==> config.mk <==
export PLATFORM = sky130hd
export DESIGN_NAME = rr_arbiter4_v
export DESIGN_NICKNAME = d
export VERILOG_FILES = /design/src/rtl/rr_arbiter4_v_pkg.sv /design/src/rtl/rr_arbiter4_v_or4.sv /design/src/rtl/rr_arbiter4_v.sv
export SDC_FILE = /design/constraint.sdc
export NUM_CORES = 1
export LEC_CHECK = 0
export ABC_CLOCK_PERIOD_IN_PS = 1600
export BUFFER_PORTS_ARGS = -buffer_cell sky130_fd_sc_hd__buf_4
export CELL_PAD_IN_SITES_DETAIL_PLACEMENT = 1
export CELL_PAD_IN_SITES_GLOBAL_PLACEMENT = 1
export CORE_AREA = 2 2 50 52
export DETAILED_ROUTE_END_ITERATION = 10
export DIE_AREA = 0 0 52 54
export PLACE_DENSITY_LB_ADDON = 0.3
export SLEW_MARGIN = 20
export SYNTH_ARGS = -nofsm -noshare
export SYNTH_HDL_FRONTEND = slang
export SYNTH_SLANG_ARGS = --single-unit
export TNS_END_PERCENT = 10
==> constraint.sdc <==
create_clock -name i_clk -period 1.6 [get_ports i_clk]
set_input_delay 0.08 -clock i_clk [delete_from_list [all_inputs] [get_ports i_clk]]
set_output_delay 0.08 -clock i_clk [all_outputs]
set_load 0.01 [all_outputs]
==> src/rtl/rr_arbiter4_v_pkg.sv <==
// Shared definitions for the four-way round-robin arbiter.
package rr_arbiter4_v_pkg;

  typedef enum logic {
    IDLE  = 1'b0,
    GRANT = 1'b1
  } state_t;

  localparam int unsigned MAX_HOLD_DEF = 8;

endpackage

==> src/rtl/rr_arbiter4_v_or4.sv <==
// Existing 4-input OR component, reused for the any-request term.
module OR4_v__cmpnt_self (
  input  logic i_a,
  input  logic i_b,
  input  logic i_c,
  input  logic i_d,
  output logic o_y
);

  // Plain 4-input OR.
  always_comb begin
    o_y = i_a | i_b | i_c | i_d;
  end

endmodule

==> src/rtl/rr_arbiter4_v.sv <==
// Round-robin arbiter: one-hot registered grant among four requesters,
// with a hold limit that forces rotation when others are waiting.
module rr_arbiter4_v
  import rr_arbiter4_v_pkg::*;
#(
  parameter int unsigned MAX_HOLD = MAX_HOLD_DEF
) (
  input  logic       i_clk,
  input  logic       i_rst_n,
  input  logic [3:0] i_req,
  output logic [3:0] o_gnt,
  output logic [1:0] o_gnt_id,
  output logic       o_valid,
  output logic       o_busy,
  output logic       o_preempt
);

  localparam int unsigned      CNT_W    = $clog2(MAX_HOLD + 1);
  localparam logic [CNT_W-1:0] CNT_LAST = CNT_W'(MAX_HOLD - 1);

  state_t           r_state;
  logic [1:0]       r_ptr;
  logic [CNT_W-1:0] r_cnt;
  logic [3:0]       r_gnt;
  logic [1:0]       r_gnt_id;
  logic             r_preempt;

  logic       w_busy;
  logic       w_found;
  logic [1:0] w_pick;
  logic [1:0] w_idx;
  logic       w_owner_req;
  logic       w_others;

  OR4_v__cmpnt_self u_or4 (
    .i_a (i_req[0]),
    .i_b (i_req[1]),
    .i_c (i_req[2]),
    .i_d (i_req[3]),
    .o_y (w_busy)
  );

  // First set request searching from the priority pointer upward, mod 4.
  always_comb begin
    w_found = 1'b0;
    w_pick  = r_ptr;
    w_idx   = r_ptr;
    for (int unsigned i = 0; i < 4; i++) begin
      w_idx = r_ptr + 2'(i);
      if (!w_found && i_req[w_idx]) begin
        w_found = 1'b1;
        w_pick  = w_idx;
      end
    end
  end

  // Owner still requesting, and whether anyone else is waiting.
  always_comb begin
    w_owner_req = i_req[r_gnt_id];
    w_others    = |(i_req & ~r_gnt);
  end

  // Arbitration FSM: grant, hold counting, release and timeout rotation.
  always_ff @(posedge i_clk or negedge i_rst_n) begin
    if (!i_rst_n) begin
      r_state   <= IDLE;
      r_ptr     <= '0;
      r_cnt     <= '0;
      r_gnt     <= '0;
      r_gnt_id  <= '0;
      r_preempt <= 1'b0;
    end else begin
      r_preempt <= 1'b0;
      case (r_state)
        IDLE: begin
          if (w_busy && w_found) begin
            r_gnt    <= 4'b0001 << w_pick;
            r_gnt_id <= w_pick;
            r_cnt    <= '0;
            r_state  <= GRANT;
          end
        end
        GRANT: begin
          // Release wins over timeout when both happen on the same edge.
          if (!w_owner_req) begin
            r_gnt   <= '0;
            r_ptr   <= r_gnt_id + 2'd1;
            r_state <= IDLE;
          end else if (r_cnt == CNT_LAST && w_others) begin
            r_gnt     <= '0;
            r_ptr     <= r_gnt_id + 2'd1;
            r_preempt <= 1'b1;
            r_state   <= IDLE;
          end else if (r_cnt != CNT_LAST) begin
            r_cnt <= r_cnt + CNT_W'(1);
          end
        end
        default: r_state <= IDLE;
      endcase
    end
  end

  always_comb begin
    o_gnt     = r_gnt;
    o_gnt_id  = r_gnt_id;
    o_valid   = |r_gnt;
    o_busy    = w_busy;
    o_preempt = r_preempt;
  end

endmodule

==> results, run 1 <==
- The flow ran to the end, and the final reports show no timing, DRC or antenna violations.
- For the worst flop-to-flop path, the logic depth is 3.
- Synthesis produced a netlist with a net count of 87.
- For the finished layout, the period the worst path requires is 1.56 ns.
- The number of optimization iterations in the first detailed-route pass is 4.
- During synthesis, Yosys emitted a total of 0 warnings.
- Once placement finished, the instance area stood at 0.00101 mm².
- The number of library cell types mapped by synthesis is 37.
- After detailed routing, the total wire length is 2.14 mm.
- The cell accounting for the most synthesized area is sky130_fd_sc_hd__dfrtp_1.
- For this run, the total global-route usage over all layers was measured as 0.180.
- The number of enable-type register cells in the synthesized netlist is 0.
- The maximum net fanout on the critical path is 5.
- The floorplan die area is 0.00281 mm².
- For the pin with the worst max-slew slack, the measured transition is 0.446 ns.
- The maximum resistive drop on vdd is 0.765 mV.
- The endpoint kind of the worst setup timing path is a flop.
- After detailed routing, the number of remaining DRC violations is 0.
- The share of synthesized area in the top cell type comes to 0.442.
- The area of the mapped netlist is 792 µm².
- The clock reaches the later pin of the worst-skew pair after 0.28 ns.
- Setup violations remaining at the end of the flow were counted as 0.
- Leaving out fill and tap cells, the most frequent cell in the layout is sky130_fd_sc_hd__buf_4.
- The post-route clock skew is 0.00352 ns.
- The floorplan core area is 0.00232 mm².
- The worst setup path is launched from a flop.
- The number of maximum-capacitance constraint violations is 0.
- The critical path goes through mux4_2 > a21boi_4 > mux2_4.
- Of the available clock period, the critical path in the final layout requires 0.976.
- The critical path contains buffers and inverters numbering 0 combined.
- The overflow left after global routing is 0.
- The library cells used most frequently in the layout, excluding fill and tap cells, are 23 x sky130_fd_sc_hd__buf_4, 13 x sky130_fd_sc_hd__dfrtp_1, 7 x sky130_fd_sc_hd__nand2_1.
- The number of cells after detailed placement is 133.
- The clock tree root driver cell is sky130_fd_sc_hd__clkbuf_4.
- The worst register-to-register path begins at o_gnt_id[0]$_DFFE_PN0P_.
- Setup repair after global routing could not meet its margin everywhere.
- For this configuration, the core starts out at a cell density of 0.341.
- Counting flops with an async set or reset pin after synthesis yields a share of 1.00.
- Measured on the finished design, the core utilization comes to 0.460.
- The worst min-delay path category is input port to asynchronous set/reset pin.
- The count of standard-cell rows is 18.
- The leakage power is 0.522 nW.
- Once layout is done, the placed cells without fillers occupy 0.00107 mm².
- The number of global-route vias before repair came to 766.
- The HPWL reported at the end of detailed placement is 1.68 mm.
- The average footprint of a synthesized cell is 9.90 µm².
- The CTS tree is built.
- The first global-routing pass estimated 3.48 mm of wire.
- The synthesized flop and latch total is 14.
- The antenna diode count is 0.
- Measured against its own limit, the worst slew margin works out to 0.701.
- The global placer's final weighted congestion is 0.843.
- In this run the number of H-tree levels came out at 1.
- The post-synthesis sequential area ratio is 0.442.
- Compared with the post-synthesis result, the final layout area differs by 34.6%.
- The delay of the slowest cell on the worst path is 0.57 ns.
- The category of cells accounting for the largest share of critical-path delay is multiplexers.
- The register-to-register setup slack is 0.04 ns.
- The number of I/O pins is 15.
- The first routing iteration left 6 violations.
- Based on the critical path, the design can be clocked at up to 0.640 GHz.
- During placement, the flow inserted port buffers numbering 14.
- The power per cell area is 1750 mW/mm².
- For the worst setup path, the data required time is 1.78 ns.
- The number of failing hold endpoints at the final stage came to 0.
- Sorting the synthesized cells by area gives the leading types as sky130_fd_sc_hd__dfrtp_1 44%, sky130_fd_sc_hd__o21ai_0 3.8%, sky130_fd_sc_hd__nand2_1 3.3%.
- Counting every sink on the clock net gives 14.
- For this run, the post-layout net count is 116.
- The top flip-flop cell by instance count after synthesis is sky130_fd_sc_hd__dfrtp_1.
- The routed layout has 730 vias.
- The clock-pin transition on the worst setup and hold timing paths is 0.09 ns.
- The number of instances in the synthesized netlist is 80.
- The slowest stage of the critical path is the sky130_fd_sc_hd__mux4_2 cell.
- The number of antenna violations at the first check in global routing is 0.
- The count of final max-slew check failures is 0.
- Excluding fillers, the count of instances in the completed layout stands at 138.
- The pin count of the biggest net entering global routing is 15.
- STA puts the critical path data arrival time at 1.74 ns.
- The floorplan die height is 54 µm.
- The worst setup path category is flop to flop.
- The capture point of the worst reg-to-reg path is r_ptr[1]$_DFFE_PN0P_.
- The number of routed nets with antenna violations is 0.
- The fraction of layout cells with a size suffix above 1 is 0.352.
- The via count normalized by instance count is 5.29.
- In this run the deepest clock path goes through 2 buffers.
- The post-detailed-route wirelength per cell is 15.5 µm.
- Counting the buffers created by CTS gives 3.
- The width of the chip is 52 µm.
what timing repair did:
item	4_1_cts	5_1_grt
hold buffers	1	0
endpoints found under the hold margin	14	0
buffers inserted	0	1
setup endpoints to repair	0	4
resized for setup	0	4
worst max-delay path by stage:
stage,start,end,slack (ns),cells past startpoint
after floorplan,o_gnt_id[0]$_DFFE_PN0P_,r_ptr[1]$_DFFE_PN0P_,-0.06,3
after global placement,o_gnt_id[0]$_DFFE_PN0P_,r_cnt[3]$_DFFE_PN0P_,0.06,4
after detailed placement,o_gnt_id[0]$_DFFE_PN0P_,r_cnt[3]$_DFFE_PN0P_,0.02,4
after CTS,o_gnt[1]$_DFFE_PN0P_,o_valid,0.007,3
after global routing,o_gnt_id[0]$_DFFE_PN0P_,r_ptr[1]$_DFFE_PN0P_,-0.02,3
final,o_gnt_id[0]$_DFFE_PN0P_,r_ptr[1]$_DFFE_PN0P_,0.04,3
cells by family after synthesis:
logic type | count (synthesis) | share of synthesized area
muxes | 3 | 0.0600
AOI/OAI and AO/OA | 22 | 0.209
buffers and inverters | 7 | 0.0363
adders and majority gates | 1 | 0.0158
xor gates and xnor gates | 1 | 0.0111
and+or+nand+nor | 32 | 0.226
DFF | 14 | 0.442
area by class of cell:
cell class	instances	area, µm²
Fill cell	275	1250
Tap cell	30	37.5
Clock buffer	4	36.3
Sequential cell	14	352
Timing Repair Buffer	26	205
Inverter	5	18.8
Multi-Input combinational cell	59	417
worst register-to-register path: stages (launching register included):
cell                       delay [ns]
sky130_fd_sc_hd__dfrtp_2         0.38
sky130_fd_sc_hd__mux4_2          0.57
sky130_fd_sc_hd__a21boi_4        0.21
sky130_fd_sc_hd__mux2_4          0.31
sequential cells by signal (all words and copies together) (netlist names):
register   cells
o_preempt      1
r_state        1
r_ptr          2
r_cnt          4
o_gnt          4
o_gnt_id       2
power breakdown:
group	internal (mW)	switching, mW	total [mW]
Clock	0.138	0.123	0.262
Sequential	0.481	0.0952	0.576
Combinational	0.540	0.485	1.02
routing by layer:
metal | wire [µm] | share of wire | vias up | GRT usage
li1 | - | - | 347 | -
met1 | 911 | 0.43 | 371 | 0.187
met2 | 1160 | 0.54 | 10 | 0.342
met3 | 50 | 0.023 | 2 | 0.0500
met4 | 15 | 0.0070 | 0 | 0.0658
met5 | 0 | 0 | - | 0
per-stage QoR:
step	worst slack, ns	power (mW)	TNS [ns]	hold slack, ns
final	0.0384	1.86	0	0.174
after global routing	-0.0182	2.01	-0.0575	0.177
after CTS	0.00667	1.84	0	0.171
after detailed placement	0.0206	1.56	0	-0.0522
after global placement	0.0567	1.52	0	-0.0571
after floorplan	-0.0553	1.12	-0.0553	-0.216
synth_stat cells, types with 2 or more instances:
master and n:
sky130_fd_sc_hd__o21ai_0 6, sky130_fd_sc_hd__dfrtp_1 14, sky130_fd_sc_hd__o2bb2ai_1 2, sky130_fd_sc_hd__o211a_1 2, sky130_fd_sc_hd__o22ai_1 2, sky130_fd_sc_hd__inv_1 5
sky130_fd_sc_hd__nand2_1 7, sky130_fd_sc_hd__nor2b_1 2, sky130_fd_sc_hd__or2b_1 2, sky130_fd_sc_hd__o31ai_1 2, sky130_fd_sc_hd__nand3_1 5, sky130_fd_sc_hd__nor2_1 4
sky130_fd_sc_hd__nand2b_1 2, sky130_fd_sc_hd__a21oi_1 2
Note: power is estimated with default switching activity, not from simulation.
==> run 2, diff against run 1 <==
- ABC_AREA: not set -> 1
- CORE_AREA: 2 2 50 52 -> 2 2 60 62
- DIE_AREA: 0 0 52 54 -> 0 0 62 64
==> run 2 against run 1 <==
  * The run now ends with setup timing left
  * Fmax decreased by 4.9%
  * Final cell count increased by 78%
  * Count of clock-buffer cells in the layout decreased by 1
  * Global-route usage increased by 2.6 points
  * Synthesized area increased by 44%
  * Cell area increased by 36%
  * First-iteration DRC count increased to 4.0 times the previous value
  * Power increased by 69%
  * Critical path depth increased by 9
  * Critical endpoint is now o_gnt[3]$_DFFE_PN0P_
  * Highest routed layer unchanged
==> results, run 2 <==
- Outcome: finished, violations left (was complete, no violations).
- The checks that failed: setup timing.
- The count of input and output buffers is 14 (unchanged).
- The basic-gate share of the synthesized area counting and, or, nand and nor cells is 0.526 (was 0.226).
- The count of H-tree levels built during CTS is 1 (unchanged).
- The post-synthesis xor/xnor area fraction is 0.00768 (was 0.0111).
- The post-route clock skew was 0.00564 ns (was 0.00352 ns).
- The total area of multi-input combinational cells came to 726 µm² (was 417 µm²).
- The register-to-register setup slack is -0.04 ns (was 0.04 ns).
- The maximum resistive drop on vdd is 0.746 mV (was 0.765 mV).
- The area of the mapped netlist came to 0.00114 mm² (was 792 µm²).
- The via count normalized by instance count is 4.96 (was 5.29).
- The critical path data required time is 1.82 ns (was 1.78 ns).
- The combinational family with the most area after synthesis is simple AND/OR/NAND/NOR gates (unchanged).
- The number of enable-type register cells in the synthesized netlist is 0 (unchanged).
- The startpoint class of the critical path is a flop (unchanged).
- The share of power burned in the clock network came to 0.065 (was 0.141).
- The post-detailed-route wirelength per cell was 14.5 µm (was 15.5 µm).
- The endpoint kind of the worst setup timing path is a flop (unchanged).
- The cell accounting for the most synthesized area is sky130_fd_sc_hd__dfrtp_1 (unchanged).
- The floorplan die area is 0.00397 mm² (was 0.00281 mm²).
- The sequential cell fraction of total power is 0.211 (was 0.309).
- The minimum clock period after layout is 1.64 ns (was 1.56 ns).
- The number of I/O pins came to 15 (unchanged).
- The setup slack of the critical path after layout is -0.0429 ns (was 0.0384 ns).
- The number of routed nets with antenna violations is 0 (unchanged).
- The fraction of power consumed by combinational cells is 0.724 (was 0.550).
- Most frequent cells in the layout: 66 x sky130_fd_sc_hd__nand2_1, 28 x sky130_fd_sc_hd__buf_4, 16 x sky130_fd_sc_hd__nand3_1 (was 23 x sky130_fd_sc_hd__buf_4, 13 x sky130_fd_sc_hd__dfrtp_1, 7 x sky130_fd_sc_hd__nand2_1).
- The HPWL reported at the end of detailed placement is 2.76 mm (was 1.68 mm).
- The number of global-route vias before repair was 1352 (was 766).
- The remaining design rule violation count is 0 (unchanged).
- The clock-pin transition on the worst setup and hold timing paths came to 0.09 ns (about the same).
- The fraction of synthesis flops using an asynchronous set or reset pin came to 1.00 (unchanged).
- The post-synthesis sequential area ratio is 0.307 (was 0.442).
- The internal power component is 1.48 mW (was 1.16 mW).
- The leakage power came to 0.774 nW (was 0.522 nW).
- The area of placed instances is 0.00136 mm² (was 0.00101 mm²).
- The number of failing hold endpoints at the final stage is 0 (unchanged).
- The number of library cell types mapped by synthesis is 26 (was 37).
- The overall power after layout is 3.15 mW (was 1.86 mW).
- The total setup violations reported at the end of the flow came to 4 (was 0).
- The number of maximum-capacitance constraint violations is 0 (unchanged).
- The count of standard-cell rows was 21 (was 18).
- The number of vias in the routed layout is 1219 (was 730).
- The relative slew slack is 0.859 (was 0.701).
- The mux share of post-synthesis cell area is 0 (was 0.0600).
- The most common cell in the netlist is sky130_fd_sc_hd__nand2_1 (was sky130_fd_sc_hd__dfrtp_1).
- The number of optimization iterations in the first detailed-route pass is 4 (unchanged).
- The clock sink count is 14 (unchanged).
- Setup repair after global routing missed its margin: true (unchanged).
- The maximum net fanout on the critical path is 7 (was 5).
- The transition time at the pin with the least slew margin is 0.211 ns (was 0.446 ns).
- The floorplan core area is 0.00328 mm² (was 0.00232 mm²).
- The final net count came to 209 (was 116).
- The worst setup path category is flop to flop (unchanged).
- The part of the cycle the worst path needs came to 1.03 (was 0.976).
- The wire length reported by the detailed router was 3.57 mm (was 2.14 mm).
- The number of instances in the synthesized netlist came to 170 (was 80).
- The growth of design area from synthesis to finish is 27.2% (was 34.6%).
- The top-area cell type share of the netlist area is 0.307 (was 0.442).
- The clock tree root driver cell is sky130_fd_sc_hd__clkbuf_4 (unchanged).
- Leading cell types by total area after synthesis: sky130_fd_sc_hd__dfrtp_1 31%, sky130_fd_sc_hd__nand2_1 23%, sky130_fd_sc_hd__nand3_1 7.5% (was sky130_fd_sc_hd__dfrtp_1 44%, sky130_fd_sc_hd__o21ai_0 3.8%, sky130_fd_sc_hd__nand2_1 3.3%).
- The CTS tree is built (unchanged).
- The net switching share of the total power came to 0.530 (was 0.377).
- The compound-gate portion of the synthesized area is 0.0768 (was 0.209).
- The overflow left after global routing is 0 (unchanged).
- The final-layout fill cell count was 427 (was 275).
- The number of nets produced by synthesis is 177 (was 87).
- The net switching component of the power is 1.67 mW (was 0.703 mW).
- The floorplan die height is 64 µm (was 54 µm).
- The antenna diode count is 0 (unchanged).
- The sequential cell area in the final layout is 353 µm² (was 352 µm²).
- The fraction of layout cells with a size suffix above 1 is 0.335 (was 0.352).
- The final design utilization is 0.442 (was 0.460).
- The top flip-flop cell by instance count after synthesis was sky130_fd_sc_hd__dfrtp_1 (unchanged).
- The global-route usage over all layers is 0.206 (was 0.180).
- The fraction of the mapped netlist area in adder cells is 0.0110 (was 0.0158).
- The starting density of the core was 0.347 (was 0.341).
- The timing-limited maximum frequency is 0.609 GHz (was 0.640 GHz).
- The pin count of the biggest net entering global routing came to 15 (unchanged).
- The most common cell after layout, fill and taps aside is sky130_fd_sc_hd__nand2_1 (was sky130_fd_sc_hd__buf_4).
- The global placer's final weighted congestion is 0.883 (was 0.843).
- The number of antenna violations at the first check in global routing is 0 (unchanged).
- The synthesized flop and latch total is 14 (unchanged).
- The global-route wire length before repair was 6.24 mm (was 3.48 mm).
- The number of buffers on the longest clock path was 2 (unchanged).
- Most frequent cells after synthesis: 69 x sky130_fd_sc_hd__nand2_1, 17 x sky130_fd_sc_hd__nand3_1, 14 x sky130_fd_sc_hd__dfrtp_1 (was 14 x sky130_fd_sc_hd__dfrtp_1, 7 x sky130_fd_sc_hd__nand2_1, 6 x sky130_fd_sc_hd__o21ai_0).
- The signal arrival time at the worst endpoint is 1.87 ns (was 1.74 ns).
- The count of final max-slew check failures is 0 (unchanged).
- The number of buffers created by CTS is 3 (unchanged).
- The width of the chip came to 62 µm (was 52 µm).
- The power per cell area was 2170 mW/mm² (was 1750 mW/mm²).
- The average footprint of a synthesized cell was 6.70 µm² (was 9.90 µm²).
- The clock latency of the later-clocked register in the worst-skew pair is 0.28 ns (about the same).
- The count of synthesis-stage warnings from yosys is 0 (unchanged).
- The post-route cell area is 0.00145 mm² (was 0.00107 mm²).
- The worst min-delay path category is input port to asynchronous set/reset pin (unchanged).
- The first-iteration detailed-routing DRC count is 24 (was 6).
[run 2: cell count changes in the layout (fill, tap and decap cells not counted), moves of 4 or more]
cell / before / now
sky130_fd_sc_hd__nand2_4: 0 / 4
sky130_fd_sc_hd__nand2_2: 0 / 13
sky130_fd_sc_hd__o21ai_1: 1 / 6
sky130_fd_sc_hd__nand3_1: 5 / 16
sky130_fd_sc_hd__inv_1: 5 / 9
sky130_fd_sc_hd__nand2_1: 7 / 66
sky130_fd_sc_hd__buf_4: 23 / 28
[run 2: layer usage]
metal	track usage	vias to the layer above	share of wire
met5	0	-	0
met4	0.0585	0	0.014
met3	0.0182	6	0.019
met2	0.355	18	0.53
met1	0.263	583	0.44
li1	-	612	-
[run 2: kinds of logic (layout without fill, tap and decap cells)]
group / after synthesis / after routing
compound gates: 17 / 17
xor+xnor: 1 / 1
fa+ha+maj: 1 / 1
buf+inv: 17 / 47
flops: 14 / 14
simple gates: 120 / 120
[run 2: metrics by stage]
| step | TNS (ns) | instances | hold slack (ns) | worst slack [ns] |
|---|---|---|---|---|
| 6_report | -0.0897 | 246 | 0.178 | -0.0429 |
| 5_1_grt | -0.883 | 246 | 0.179 | -0.163 |
| 4_1_cts | -0.136 | 242 | 0.173 | -0.0412 |
| 3_5_place_dp | -0.0239 | 238 | -0.0574 | -0.00767 |
| 3_3_place_gp | 0 | 238 | -0.0614 | 0.0299 |
| 2_1_floorplan | 0 | 170 | -0.216 | 0.141 |
[run 2: worst paths after layout]
| path | startpoint | end | cells after the start |
|---|---|---|---|
| min reg2reg | o_gnt[2]$_DFFE_PN0P_ | o_gnt[2]$_DFFE_PN0P_ | 2 |
| max in group asynchronous | i_rst_n | r_ptr[1]$_DFFE_PN0P_ | 2 |
| min in group i_clk | i_req[1] | o_preempt$_DFF_PN0_ | 5 |
| max reg2reg | r_ptr[0]$_DFFE_PN0P_ | o_gnt[3]$_DFFE_PN0P_ | 12 |
| max | r_ptr[0]$_DFFE_PN0P_ | o_gnt[3]$_DFFE_PN0P_ | 12 |
| min | i_rst_n | r_cnt[0]$_DFFE_PN0P_ | 2 |
[run 2: repair_timing]
action / 4_1_cts / 5_1_grt
endpoints found under the hold margin: 14 / 0
buffers inserted: 0 / 3
gates resized for setup: 1 / 13
gates cloned: 0 / 1
pin swaps: 0 / 1
hold buffers: 1 / 0
endpoints found under the setup margin: 5 / 12
[run 2: final cells by class]
cell class	instances	area share
Tap cell	46	0.0397
Multi-Input combinational cell	139	0.500
Sequential cell	14	0.243
Clock buffer	3	0.0155
Inverter	14	0.0414
Timing Repair Buffer	30	0.160
[run 2: power groups by stage]
stage	Combinational [mW]	Clock (mW)	Sequential [mW]
after floorplan	1.45	0	0.628
after global placement	2.02	0	0.641
after detailed placement	2.13	0	0.651
after CTS	2.15	0.208	0.644
after global routing	2.56	0.240	0.687
final	2.28	0.205	0.665
[run 2: critical path, cell delays in order (launching register included)]
cell and delay [ns]:
sky130_fd_sc_hd__dfrtp_2 0.45, sky130_fd_sc_hd__buf_4 0.18, sky130_fd_sc_hd__nand2_1 0.10, sky130_fd_sc_hd__nand3_2 0.10, sky130_fd_sc_hd__nand2_4 0.14, sky130_fd_sc_hd__nand2_2 0.10, sky130_fd_sc_hd__nand2_1 0.06, sky130_fd_sc_hd__nand2_1 0.05
sky130_fd_sc_hd__nand2_1 0.08, sky130_fd_sc_hd__nand2_1 0.09, sky130_fd_sc_hd__nor2_2 0.11, sky130_fd_sc_hd__nand2_1 0.06, sky130_fd_sc_hd__nand2_1 0.06
